File: config.mk
export PLATFORM = sky130hd
export DESIGN_NAME = morse_tone_player_flat
export DESIGN_NICKNAME = d
export VERILOG_FILES = /design/src/rtl/morse_pkg.sv /design/src/rtl/morse_tone_player_if.sv /design/src/rtl/morse_tick_gen.sv /design/src/rtl/morse_tone_player.sv /design/src/flat_wrapper.sv
export SDC_FILE = /design/constraint.sdc
export NUM_CORES = 1
export LEC_CHECK = 0
export CAP_MARGIN = 20
export CORE_MARGIN = 1.5
export CORE_UTILIZATION = 25
export CTS_BUF_LIST = sky130_fd_sc_hd__clkbuf_2
export DETAILED_ROUTE_END_ITERATION = 7
export PLACE_DENSITY = 0.48
export SETUP_SLACK_MARGIN = 0.05
export SYNTH_ARGS = -nofsm -noshare
export SYNTH_HDL_FRONTEND = slang
export SYNTH_HIERARCHICAL = 1
export SYNTH_SLANG_ARGS = --single-unit
File: constraint.sdc
create_clock -name clk -period 3.4 [get_ports clk]
set_clock_uncertainty 0.15 [all_clocks]
set_input_delay 0.68 -clock clk [delete_from_list [all_inputs] [get_ports clk]]
set_output_delay 0.68 -clock clk [all_outputs]
set_load 0.005 [all_outputs]
File: src/rtl/morse_pkg.sv
// Shared types and duration tables for the Morse tone player.
// All durations are counted in 10 ms ticks produced by morse_tick_gen.
package morse_pkg;

  typedef enum logic [1:0] {
    IDLE = 2'd0,
    TONE = 2'd1,
    GAP  = 2'd2,
    LGAP = 2'd3
  } state_t;

  localparam int MAX_ELEMS = 6;

  localparam logic [7:0] DOT_SHORT  = 8'd20;
  localparam logic [7:0] DOT_MED    = 8'd50;
  localparam logic [7:0] DOT_LONG   = 8'd80;
  localparam logic [7:0] DASH_SHORT = 8'd100;
  localparam logic [7:0] DASH_MED   = 8'd150;
  localparam logic [7:0] DASH_LONG  = 8'd200;
  localparam logic [7:0] GAP_SHORT  = 8'd50;
  localparam logic [7:0] GAP_LONG   = 8'd100;
  localparam logic [7:0] LGAP_SHORT = 8'd100;
  localparam logic [7:0] LGAP_LONG  = 8'd200;

  // Code 00 falls back to the shortest setting for both dot and dash.
  function automatic logic [7:0] dot_ticks(input logic [1:0] sel);
    case (sel)
      2'b10:   dot_ticks = DOT_MED;
      2'b11:   dot_ticks = DOT_LONG;
      default: dot_ticks = DOT_SHORT;
    endcase
  endfunction

  function automatic logic [7:0] dash_ticks(input logic [1:0] sel);
    case (sel)
      2'b10:   dash_ticks = DASH_MED;
      2'b11:   dash_ticks = DASH_LONG;
      default: dash_ticks = DASH_SHORT;
    endcase
  endfunction

  function automatic logic [7:0] gap_ticks(input logic sel);
    gap_ticks = sel ? GAP_LONG : GAP_SHORT;
  endfunction

  function automatic logic [7:0] lgap_ticks(input logic sel);
    lgap_ticks = sel ? LGAP_LONG : LGAP_SHORT;
  endfunction

  function automatic logic [2:0] eff_len(input logic [2:0] len);
    eff_len = (int'(len) > MAX_ELEMS) ? 3'(MAX_ELEMS) : len;
  endfunction

endpackage

File: src/rtl/morse_tone_player_if.sv
// Character handshake between the encoder front end and the tone player.
// valid/ready: a character transfers on a rising clk edge where sym_valid && sym_ready; the master holds sym_len/sym_bits stable while sym_valid is high and not yet accepted.
interface morse_tone_player_if;
  logic       sym_valid;
  logic       sym_ready;
  logic [2:0] sym_len;
  logic [5:0] sym_bits;

  modport master (output sym_valid, output sym_len, output sym_bits, input sym_ready);
  modport slave  (input sym_valid, input sym_len, input sym_bits, output sym_ready);
endinterface

File: src/rtl/morse_tick_gen.sv
// Duration-tick prescaler: one-cycle tick every TICK_DIV clocks, restartable
// with a synchronous clear so every state begins on a fresh tick period.
module morse_tick_gen #(
  parameter int TICK_DIV = 1_000_000
) (
  input  logic clk,
  input  logic rst,
  input  logic clr,
  output logic tick
);
  localparam int CW = (TICK_DIV > 1) ? $clog2(TICK_DIV) : 1;

  logic [CW-1:0] cnt;

  assign tick = (cnt == CW'(TICK_DIV - 1));

  always_ff @(posedge clk) begin
    if (rst || clr || tick) cnt <= '0;
    else                    cnt <= cnt + 1'b1;
  end
endmodule

File: src/rtl/morse_tone_player.sv
// Plays one Morse character per handshake as timed tones and silences.
// Define MORSE_PLAYER_TONE_EN for a TONE_DIV square wave (passive piezo); otherwise buzzer is steady high in TONE.
module morse_tone_player
  import morse_pkg::*;
#(
  parameter int TICK_DIV = 1_000_000,
  parameter int TONE_DIV = 50_000
) (
  input  logic                clk,
  input  logic                rst,
  morse_tone_player_if.slave  sym,
  input  logic [1:0]          sel_dot,
  input  logic [1:0]          sel_dash,
  input  logic                sel_gap,
  input  logic                sel_lgap,
  output logic                buzzer,
  output logic                busy,
  output state_t              dbg_state
);

  state_t     state;
  logic [2:0] len_q;
  logic [2:0] idx;
  logic [5:0] bits_q;
  logic [1:0] dot_q;
  logic [1:0] dash_q;
  logic       gap_q;
  logic       lgap_q;
  logic [7:0] dcnt;
  logic [7:0] dur;
  logic       tick;
  logic       done;
  logic       xfer;
  logic       clr;
  logic [2:0] new_len;

  assign sym.sym_ready = (state == IDLE) && !rst;
  assign busy          = (state != IDLE) && !rst;
  assign dbg_state     = state;
  assign xfer          = sym.sym_valid && sym.sym_ready;
  assign new_len       = eff_len(sym.sym_len);

  always_comb begin
    dur = 8'd1;
    case (state)
      TONE:    dur = bits_q[idx] ? dash_ticks(dash_q) : dot_ticks(dot_q);
      GAP:     dur = gap_ticks(gap_q);
      LGAP:    dur = lgap_ticks(lgap_q);
      default: dur = 8'd1;
    endcase
  end

  assign done = tick && (dcnt == dur - 8'd1);
  // Holding the prescaler clear in IDLE and on every exit restarts it at each state entry.
  assign clr  = (state == IDLE) || done;

  morse_tick_gen #(.TICK_DIV(TICK_DIV)) u_tick (
    .clk  (clk),
    .rst  (rst),
    .clr  (clr),
    .tick (tick)
  );

`ifdef MORSE_PLAYER_TONE_EN
  localparam int PW = (TONE_DIV > 1) ? $clog2(TONE_DIV) : 1;
  logic [PW-1:0] pcnt;
  logic          phase;
`else
  logic unused_tone_div;
  assign unused_tone_div = (TONE_DIV > 0);
`endif

  always_ff @(posedge clk) begin
    if (rst) begin
      state  <= IDLE;
      len_q  <= '0;
      idx    <= '0;
      bits_q <= '0;
      dot_q  <= '0;
      dash_q <= '0;
      gap_q  <= 1'b0;
      lgap_q <= 1'b0;
      dcnt   <= '0;
      buzzer <= 1'b0;
`ifdef MORSE_PLAYER_TONE_EN
      pcnt   <= '0;
      phase  <= 1'b0;
`endif
    end else begin
`ifdef MORSE_PLAYER_TONE_EN
      buzzer <= (state == TONE) && phase;
      // Outside TONE the phase sits at its entry value so each element starts high.
      if (state == TONE) begin
        if (pcnt == PW'(TONE_DIV - 1)) begin
          pcnt  <= '0;
          phase <= ~phase;
        end else begin
          pcnt <= pcnt + 1'b1;
        end
      end else begin
        pcnt  <= '0;
        phase <= 1'b1;
      end
`else
      buzzer <= (state == TONE);
`endif

      if (state == IDLE || done) dcnt <= '0;
      else if (tick)             dcnt <= dcnt + 8'd1;

      case (state)
        IDLE: begin
          if (xfer) begin
            len_q  <= new_len;
            bits_q <= sym.sym_bits;
            dot_q  <= sel_dot;
            dash_q <= sel_dash;
            gap_q  <= sel_gap;
            lgap_q <= sel_lgap;
            idx    <= '0;
            state  <= (new_len == 3'd0) ? LGAP : TONE;
          end
        end
        TONE: begin
          if (done) state <= (idx < len_q - 3'd1) ? GAP : LGAP;
        end
        GAP: begin
          if (done) begin
            idx   <= idx + 3'd1;
            state <= TONE;
          end
        end
        LGAP: begin
          if (done) state <= IDLE;
        end
        default: state <= IDLE;
      endcase
    end
  end

endmodule
File: src/flat_wrapper.sv
// flat-port wrapper written by rule: the top's interface ports become plain ports
module morse_tone_player_flat import morse_pkg::*;
#(
  parameter int TICK_DIV = 1_000_000,
  parameter int TONE_DIV = 50_000
)
  (clk, rst, sel_dot, sel_dash, sel_gap, sel_lgap, buzzer, busy, dbg_state, sym_sym_valid, sym_sym_len, sym_sym_bits, sym_sym_ready);
  morse_tone_player_if sym_i ();
  input  logic clk;
  input  logic rst;
  input  logic [1:0] sel_dot;
  input  logic [1:0] sel_dash;
  input  logic sel_gap;
  input  logic sel_lgap;
  output logic buzzer;
  output logic busy;
  output state_t dbg_state;
  input wire logic [$bits(sym_i.sym_valid)-1:0] sym_sym_valid;
  input wire logic [$bits(sym_i.sym_len)-1:0] sym_sym_len;
  input wire logic [$bits(sym_i.sym_bits)-1:0] sym_sym_bits;
  output wire logic [$bits(sym_i.sym_ready)-1:0] sym_sym_ready;
  assign sym_i.sym_valid = sym_sym_valid;
  assign sym_i.sym_len = sym_sym_len;
  assign sym_i.sym_bits = sym_sym_bits;
  assign sym_sym_ready = sym_i.sym_ready;
  morse_tone_player #(.TICK_DIV(TICK_DIV), .TONE_DIV(TONE_DIV)) u_core (.clk(clk), .rst(rst), .sym(sym_i), .sel_dot(sel_dot), .sel_dash(sel_dash), .sel_gap(sel_gap), .sel_lgap(sel_lgap), .buzzer(buzzer), .busy(busy), .dbg_state(dbg_state));
endmodule
# After elaboration in Yosys (flattened, before gate mapping)
# Cells that the tools add are included.
op_classes:
  n_addsub: 5
  multipliers: 0
  n_div: 0
  order_cmp: 3
  n_eq_ne: 13
  shift: 0
  mux: 19
  n_bitwise: 0
  reduce_logical: 16
op_table:
  columns: ["cell", "count"]
  rows:
  - ["8-bit one-hot mux with 3 select lines", 1]
  - ["20-bit by 1-bit adder with 20-bit output (second input constant)", 1]
  - ["20-bit equality test (second input constant)", 1]
  - ["8-bit two-way mux", 2]
  - ["8-bit one-hot mux with 2 select lines", 1]
  - ["7-bit one-hot mux with 2 select lines", 1]
  - ["2-bit equality test (second input constant)", 6]
  - ["2-bit two-way mux", 5]
  - ["3-bit two-way mux", 3]
  - ["8-bit by 1-bit adder with 8-bit output (second input constant)", 1]
  - ["8-bit equality test", 1]
  - ["2-bit by 1-bit != test with 1-bit output (second input constant)", 4]
  - ["2-bit one-hot mux with 4 select lines", 1]
  - ["8-bit by 1-bit subtractor with 8-bit output (second input constant)", 1]
  - ["7-bit two-way mux", 1]
  - ["3-bit one-hot mux with 2 select lines", 1]
  - ["1-bit logical AND", 4]
  - ["3-bit by 4-bit less-than comparator with 1-bit output (second input constant)", 1]
  - ["4-bit AND reduction", 1]
  - ["2-bit nonzero test", 2]
  - ["3-bit by 1-bit adder with 3-bit output (second input constant)", 1]
  - ["1-bit binary-select mux with 3-bit select", 1]
  - ["3-bit > comparator (second input constant)", 1]
  - ["3-bit zero test", 1]
  - ["other kinds (10)", 13]
word_totals:
  reg_bits: 49
  latchBits: 0
  ram_bits: 0
  mem_bits_ro: 0
  inputBits: 18
  out_inout_bits: 5
  mem_count: 0

# Longest topological paths before layout
depth:
  word_depth: 10
  mapped_depth: 13
  ltp_nobuf: 12

# Hierarchy
# The synthesis kept the hierarchy.
by_module_without_submodules:
  columns: ["module", "instances", "cells_each", "area_each_um2"]
  rows:
  - ["morse_tone_player", 1, 226, 1799.2]
  - ["morse_tick_gen", 1, 106, 945.9]

# Worst setup path after synthesis
# OpenSTA, ideal clock, no wires.
synth_path:
  path_type: "register to register"
  startpoint: "register u_core.u_tick.cnt[16]"
  endpoint: "register u_core.u_tick.cnt[10]"
  arrival_time_ns: 3.035
  slack_ns: 0.097
  stages_incl_launch_ff: 13
  n_path_buf: 1
  period_less_slack_ns: 3.303
  cell_sequence: "dfxtp_1 -> nand3_1 -> or4b_1 -> nor3_1 -> o21ai_0 -> a221o_1 -> a211o_1 -> nor4_4 -> or2_2 -> nor2_1 -> o31ai_1 -> buf_2 -> nor2_1"
synth_between:
  elab_chain_cells: 5
synth_lines:
  columns: ["element", "line", "rtl"]
  rows:
  - ["start, declared", "morse_tick_gen.sv:13", "logic [CW-1:0] cnt;"]
  - ["start signal, assigned", "morse_tick_gen.sv:19", "else cnt <= cnt + 1'b1;"]
  - ["20-bit equality test", "morse_tick_gen.sv:15", "assign tick = (cnt == CW'(TICK_DIV - 1));"]
  - ["net u_core.tick", "morse_tone_player.sv:31", "logic tick;"]
  - ["1-bit logical AND", "morse_tone_player.sv:53", "assign done = tick && (dcnt == dur - 8'd1);"]
  - ["1-bit logical OR", "morse_tone_player.sv:55", "assign clr = (state == IDLE) || done;"]
  - ["net u_core.clr", "morse_tone_player.sv:34", "logic clr;"]
  - ["1-bit logical OR (2 in series)", "morse_tick_gen.sv:18", "if (rst || clr || tick) cnt <= '0;"]
# The timed path passes the listed nets, and every way through them passes these cells.
# A chain may end at the register's enable or synchronous reset.

# Worst setup path after layout
layout_path:
  startpoint: "register u_core.idx[0]"
  endpoint: "register u_core.u_tick.cnt[19]"
layout_between:
  elab_chain_cells: 10
layout_lines:
  columns: ["element", "line", "rtl"]
  rows:
  - ["start, declared", "morse_tone_player.sv:23", "logic [2:0] idx;"]
  - ["start signal, assigned", "morse_tone_player.sv:129", "idx <= idx + 3'd1;"]
  - ["1-bit binary-select mux with 3-bit select", "morse_tone_player.sv:46", "TONE: dur = bits_q[idx] ? dash_ticks(dash_q) : dot_ticks(dot_q);"]
  - ["1-bit two-way mux (implied by the code)", "morse_tone_player.sv:46", null]
  - ["8-bit two-way mux", "morse_tone_player.sv:46", null]
  - ["8-bit one-hot mux with 3 select lines", "morse_tone_player.sv:45", "case (state)"]
  - ["8-bit by 1-bit subtractor with 8-bit output", "morse_tone_player.sv:53", null]
  - ["8-bit equality test", "morse_tone_player.sv:53", null]
  - ["1-bit logical AND", "morse_tone_player.sv:53", null]
  - ["1-bit logical OR", "morse_tone_player.sv:55", null]
  - ["net u_core.clr", "morse_tone_player.sv:34", null]
  - ["1-bit logical OR (2 in series)", "morse_tick_gen.sv:18", null]
# The timed path passes the listed nets, and every way through them passes these cells. The select of a mux whose other input is x is not followed.

==> flow_metrics.py <==
metrics = {
    "global_routing": {
        "globalRoute.busiestLayer": "met2",
        "use_met2_pct": 18.9,
        "wire_length_of_the_first_global_routing_pass_mm": 10.7,
        "antenna_violations_before_repair": 0,
        "grt_use_met1_pct": 14.8,
        "grt-ovfl-total": 0,
        "grt_max_degree": 25,
        "grt.met3_usage_pct": 2.66,
        "grt_use_total_pct": 11.6,
        "grt_pass1_vias": 2298,
    },
    "die": {
        "die_h_um": 108,
        "core_area_um2": 10800,
        "starting_density_of_the_core_pct": 25.4,
        "rows": 38,
        "floorplan.die_area_um2": 11600,
        "die_w_um": 108,
        "io_pins": 23,
    },
    "clock_tree": {
        "cts_hold_repair.buffers": 0,
        "cts-root-buf": "clkbuf_2",
        "cts_setup_buffers": 0,
        "clock_tree.htree_level_count": 2,
        "worst_skew_pair.late_latency_ns": 0.46,
        "clock_path_buffers": 2,
        "cts_made_buffers": 5,
        "cts_tree": "done",
        "tritoncts_num_sinks": 49,
        "worst_setup_hold_path_clk_slew_ns": 0.25,
        "ctsResizeCount": 0,
    },
    "hold_path": {
        "hold_class": "flip-flop to flip-flop",
        "timing.hold.worst_endpoint": "u_core/len_q[0]",
        "hold_path.startpoint": "u_core/len_q[0]",
        "min_delay_path_depth": 2,
    },
    "synthesis": {
        "synthesis.area_um2": 2750,
        "synthArstFlopShare_pct": 0,
        "yosysWarningCount": 6,
        "netlist_instances": 332,
        "dominantRegCellSynth": "dfxtp_1",
        "avgSynthCellArea_um2": 8.27,
        "synth_top_area_share_pct": 35.7,
        "synth_sequential_area_ratio_pct": 35.7,
        "yosysTopAreaCell": "dfxtp_1",
        "synthTopCellsByArea": "dfxtp_1 (36%), nand2_1 (5.1%), nor2_1 (4.9%), xnor2_1 (4.5%), o21ai_0 (3.6%)",
        "synthDistinctLibCells": 54,
        "number_of_enable_type_register_cells_in_the_synthesized_netlist": 0,
        "synth-seq-cells": 49,
        "synth_nets": 356,
    },
    "route": {
        "total_number_of_vias": 2305,
        "detail_route.drc_violations": 0,
        "vias_per_cell": 4.67,
        "postRouteWirelength_mm": 6.15,
        "wl_per_cell_um": 12.4,
        "drtPass1Iterations": 4,
        "route.antenna.remaining_nets": 0,
        "detail_route.iter0.violations": 104,
    },
    "final_layout": {
        "layout_overhead_on_the_synthesized_area_pct": 15.7,
        "fraction_of_layout_cells_with_a_size_suffix_above_1_pct": 9.60,
        "layout.nets": 377,
        "instances_no_fill": 494,
        "antenna_cells": 0,
        "fin_area_um2": 3180,
    },
    "run": {
        "drv.max_cap_violation_count": 0,
    },
    "timing": {
        "fin_hold_ws_ns": 0.332,
        "slew_violations": 0,
        "setup_violations_final": 0,
        "fin_crit_sh_pct": 91.9,
        "finalHoldViolations": 0,
        "max_freq_mhz": 320,
        "timing_worst_slew_pin_value_ns": 0.590,
        "grt_setup_unrepaired": "false",
        "timing.slew.headroom_pct": 60.6,
        "layout_min_cycle_time_ns": 3.12,
        "sum_neg_setup_slack_ns": 0,
    },
    "worst_setup_path": {
        "r2r_slack_ns": 0.28,
        "critical_path.endpoint_type": "flip-flop",
        "critical_path_required_ns": 3.67,
        "timing.rr.end": "u_core/u_tick/cnt[19]",
        "crit_fanout": 20,
        "critical_path_arrival_ns": 3.39,
        "worstSetupStartpointType": "flip-flop",
        "timing.reg2reg.worst_path_depth": 11,
        "setup.worst_path.class": "flip-flop to flip-flop",
        "worst_r2r_startpoint": "u_core/idx[0]",
    },
    "placed_design": {
        "finalWeightedCongestion": 0.868,
        "dpl.cell_count": 486,
        "port_buf_inserts": 22,
        "placement.cell_area_um2": 3130,
        "place_hpwl_mm": 4.54,
    },
    "power": {
        "leakage_uw": 0.000998,
        "peakVddDrop_uv": 94.9,
        "power_density_nw_per_um2": 318,
    },
    "status": {
        "status": "finished, final reports clean",
    },
}
[synth_stat cells (3+ instances only)]
| library cell | instances |
|---|---|
| or4_1 | 4 |
| nand2_1 | 37 |
| nand3_1 | 11 |
| nor4_1 | 5 |
| o31ai_1 | 8 |
| inv_1 | 8 |
| or2_1 | 3 |
| clkbuf_1 | 9 |
| o21ai_0 | 20 |
| a31oi_1 | 3 |
| nor2b_1 | 4 |
| a211oi_1 | 6 |
| a21oi_1 | 15 |
| ha_1 | 6 |
| nor3_1 | 9 |
| nand3b_1 | 7 |
| nand2b_1 | 14 |
| xnor2_1 | 14 |
| mux2i_1 | 6 |
| nor2_1 | 36 |
| dfxtp_1 | 49 |
| xor2_1 | 10 |
| buf_2 | 5 |
| nand4_1 | 4 |
[sequential cells by signal, indices dropped and copies added, names as in the netlist]
register and cells:
u_core/len_q 3, u_core/dcnt 8, u_core/u_tick/cnt 20, u_core/dbg_state 2
u_core/idx 3, u_core/dot_q 2, u_core/dash_q 2, u_core/gap_q 1
u_core/buzzer 1, u_core/bits_q 6, u_core/lgap_q 1
[how the worst max path moves through the flow]
stage	start	end
finish	u_core/idx[0]	u_core/u_tick/cnt[19]
global route	u_core/u_tick/cnt[16]	u_core/dcnt[0]
CTS	u_core/idx[0]	u_core/u_tick/cnt[19]
floorplan	u_core/u_tick/cnt[16]	u_core/u_tick/cnt[10]
detailed placement	u_core/u_tick/cnt[16]	u_core/u_tick/cnt[19]
global placement	u_core/idx[0]	u_core/u_tick/cnt[19]
[stage by stage]
| step | worst slack (ns) | total power, uW | util (%) |
|---|---|---|---|
| 2_1_floorplan | 0.0973 | 708 | - |
| 3_3_place_gp | 0.317 | 768 | 29.0 |
| 3_5_place_dp | 0.318 | 768 | 29.0 |
| 4_1_cts | 0.251 | 1030 | 29.4 |
| 5_1_grt | 0.0628 | 1070 | 29.4 |
| 6_report | 0.277 | 1010 | 29.4 |
[power by group]
group | switching (uW) | leakage, uW | internal, uW | total [uW]
clock | 199 | 0.0000292 | 56.5 | 255
sequential | 19.4 | 0.000398 | 594 | 613
combinational | 72.3 | 0.000571 | 70.5 | 143
[cell usage in the layout (no fill, tap or decap), types with 2 or more instances in the layout]
cell / Yosys / final
a211o_1: 2 / 2
a211oi_1: 6 / 6
a21o_1: 2 / 2
a21oi_1: 15 / 15
a31oi_1: 3 / 3
and2_1: 2 / 2
buf_4: 0 / 11
clkbuf_2: 1 / 7
clkdlybuf4s50_1: 0 / 22
dfxtp_1: 49 / 49
ha_1: 6 / 6
inv_1: 8 / 8
mux2i_1: 6 / 6
nand2_1: 37 / 37
nand2b_1: 14 / 14
nand3_1: 11 / 11
nand3b_1: 7 / 7
nand4_1: 4 / 4
nor2_1: 36 / 36
nor2b_1: 4 / 4
nor3_1: 9 / 9
nor4_1: 5 / 5
nor4b_1: 2 / 2
o21ai_0: 20 / 20
o31ai_1: 8 / 7
or2_1: 3 / 3
or2_2: 2 / 2
or2b_1: 2 / 2
or3_1: 2 / 2
or4_1: 4 / 4
xnor2_1: 14 / 14
xor2_1: 10 / 10
[routing by layer]
metal / up-vias / share of wire (%)
li1: 1206 / -
met1: 1063 / 50
met2: 26 / 44
met3: 10 / 3.2
met4: 0 / 2.0
met5: - / 0
[worst max-delay path, cell delays in order (launching register included)]
cell and delay, ns:
dfxtp_1 0.61, mux2i_1 0.17, or2_1 0.36, a211oi_1 0.38, nor3_1 0.12, o311ai_2 0.35
nor4_4 0.09, or2_2 0.28, nor2_1 0.14, o31ai_2 0.08, buf_4 0.21, a21oi_1 0.14
[area by class of cell]
| cell class | count | area, um^2 |
|---|---|---|
| clock buffer | 7 | 35.0 |
| clock inverter | 1 | 7.51 |
| fill | 1139 | 7620 |
| inverter | 8 | 30.0 |
| multi-input combinational | 256 | 1650 |
| sequential | 49 | 981 |
| tap | 140 | 175 |
| timing repair buffer | 33 | 303 |
[cell families after synthesis]
group / synth area share [%]
mux: 2.73
buf+inv: 4.51
simple gates: 30.8
xor+xnor: 7.66
compound gates: 15.9
fa+ha+maj: 2.73
flops: 35.7
No activity file was read; power rests on OpenSTA's default activity.
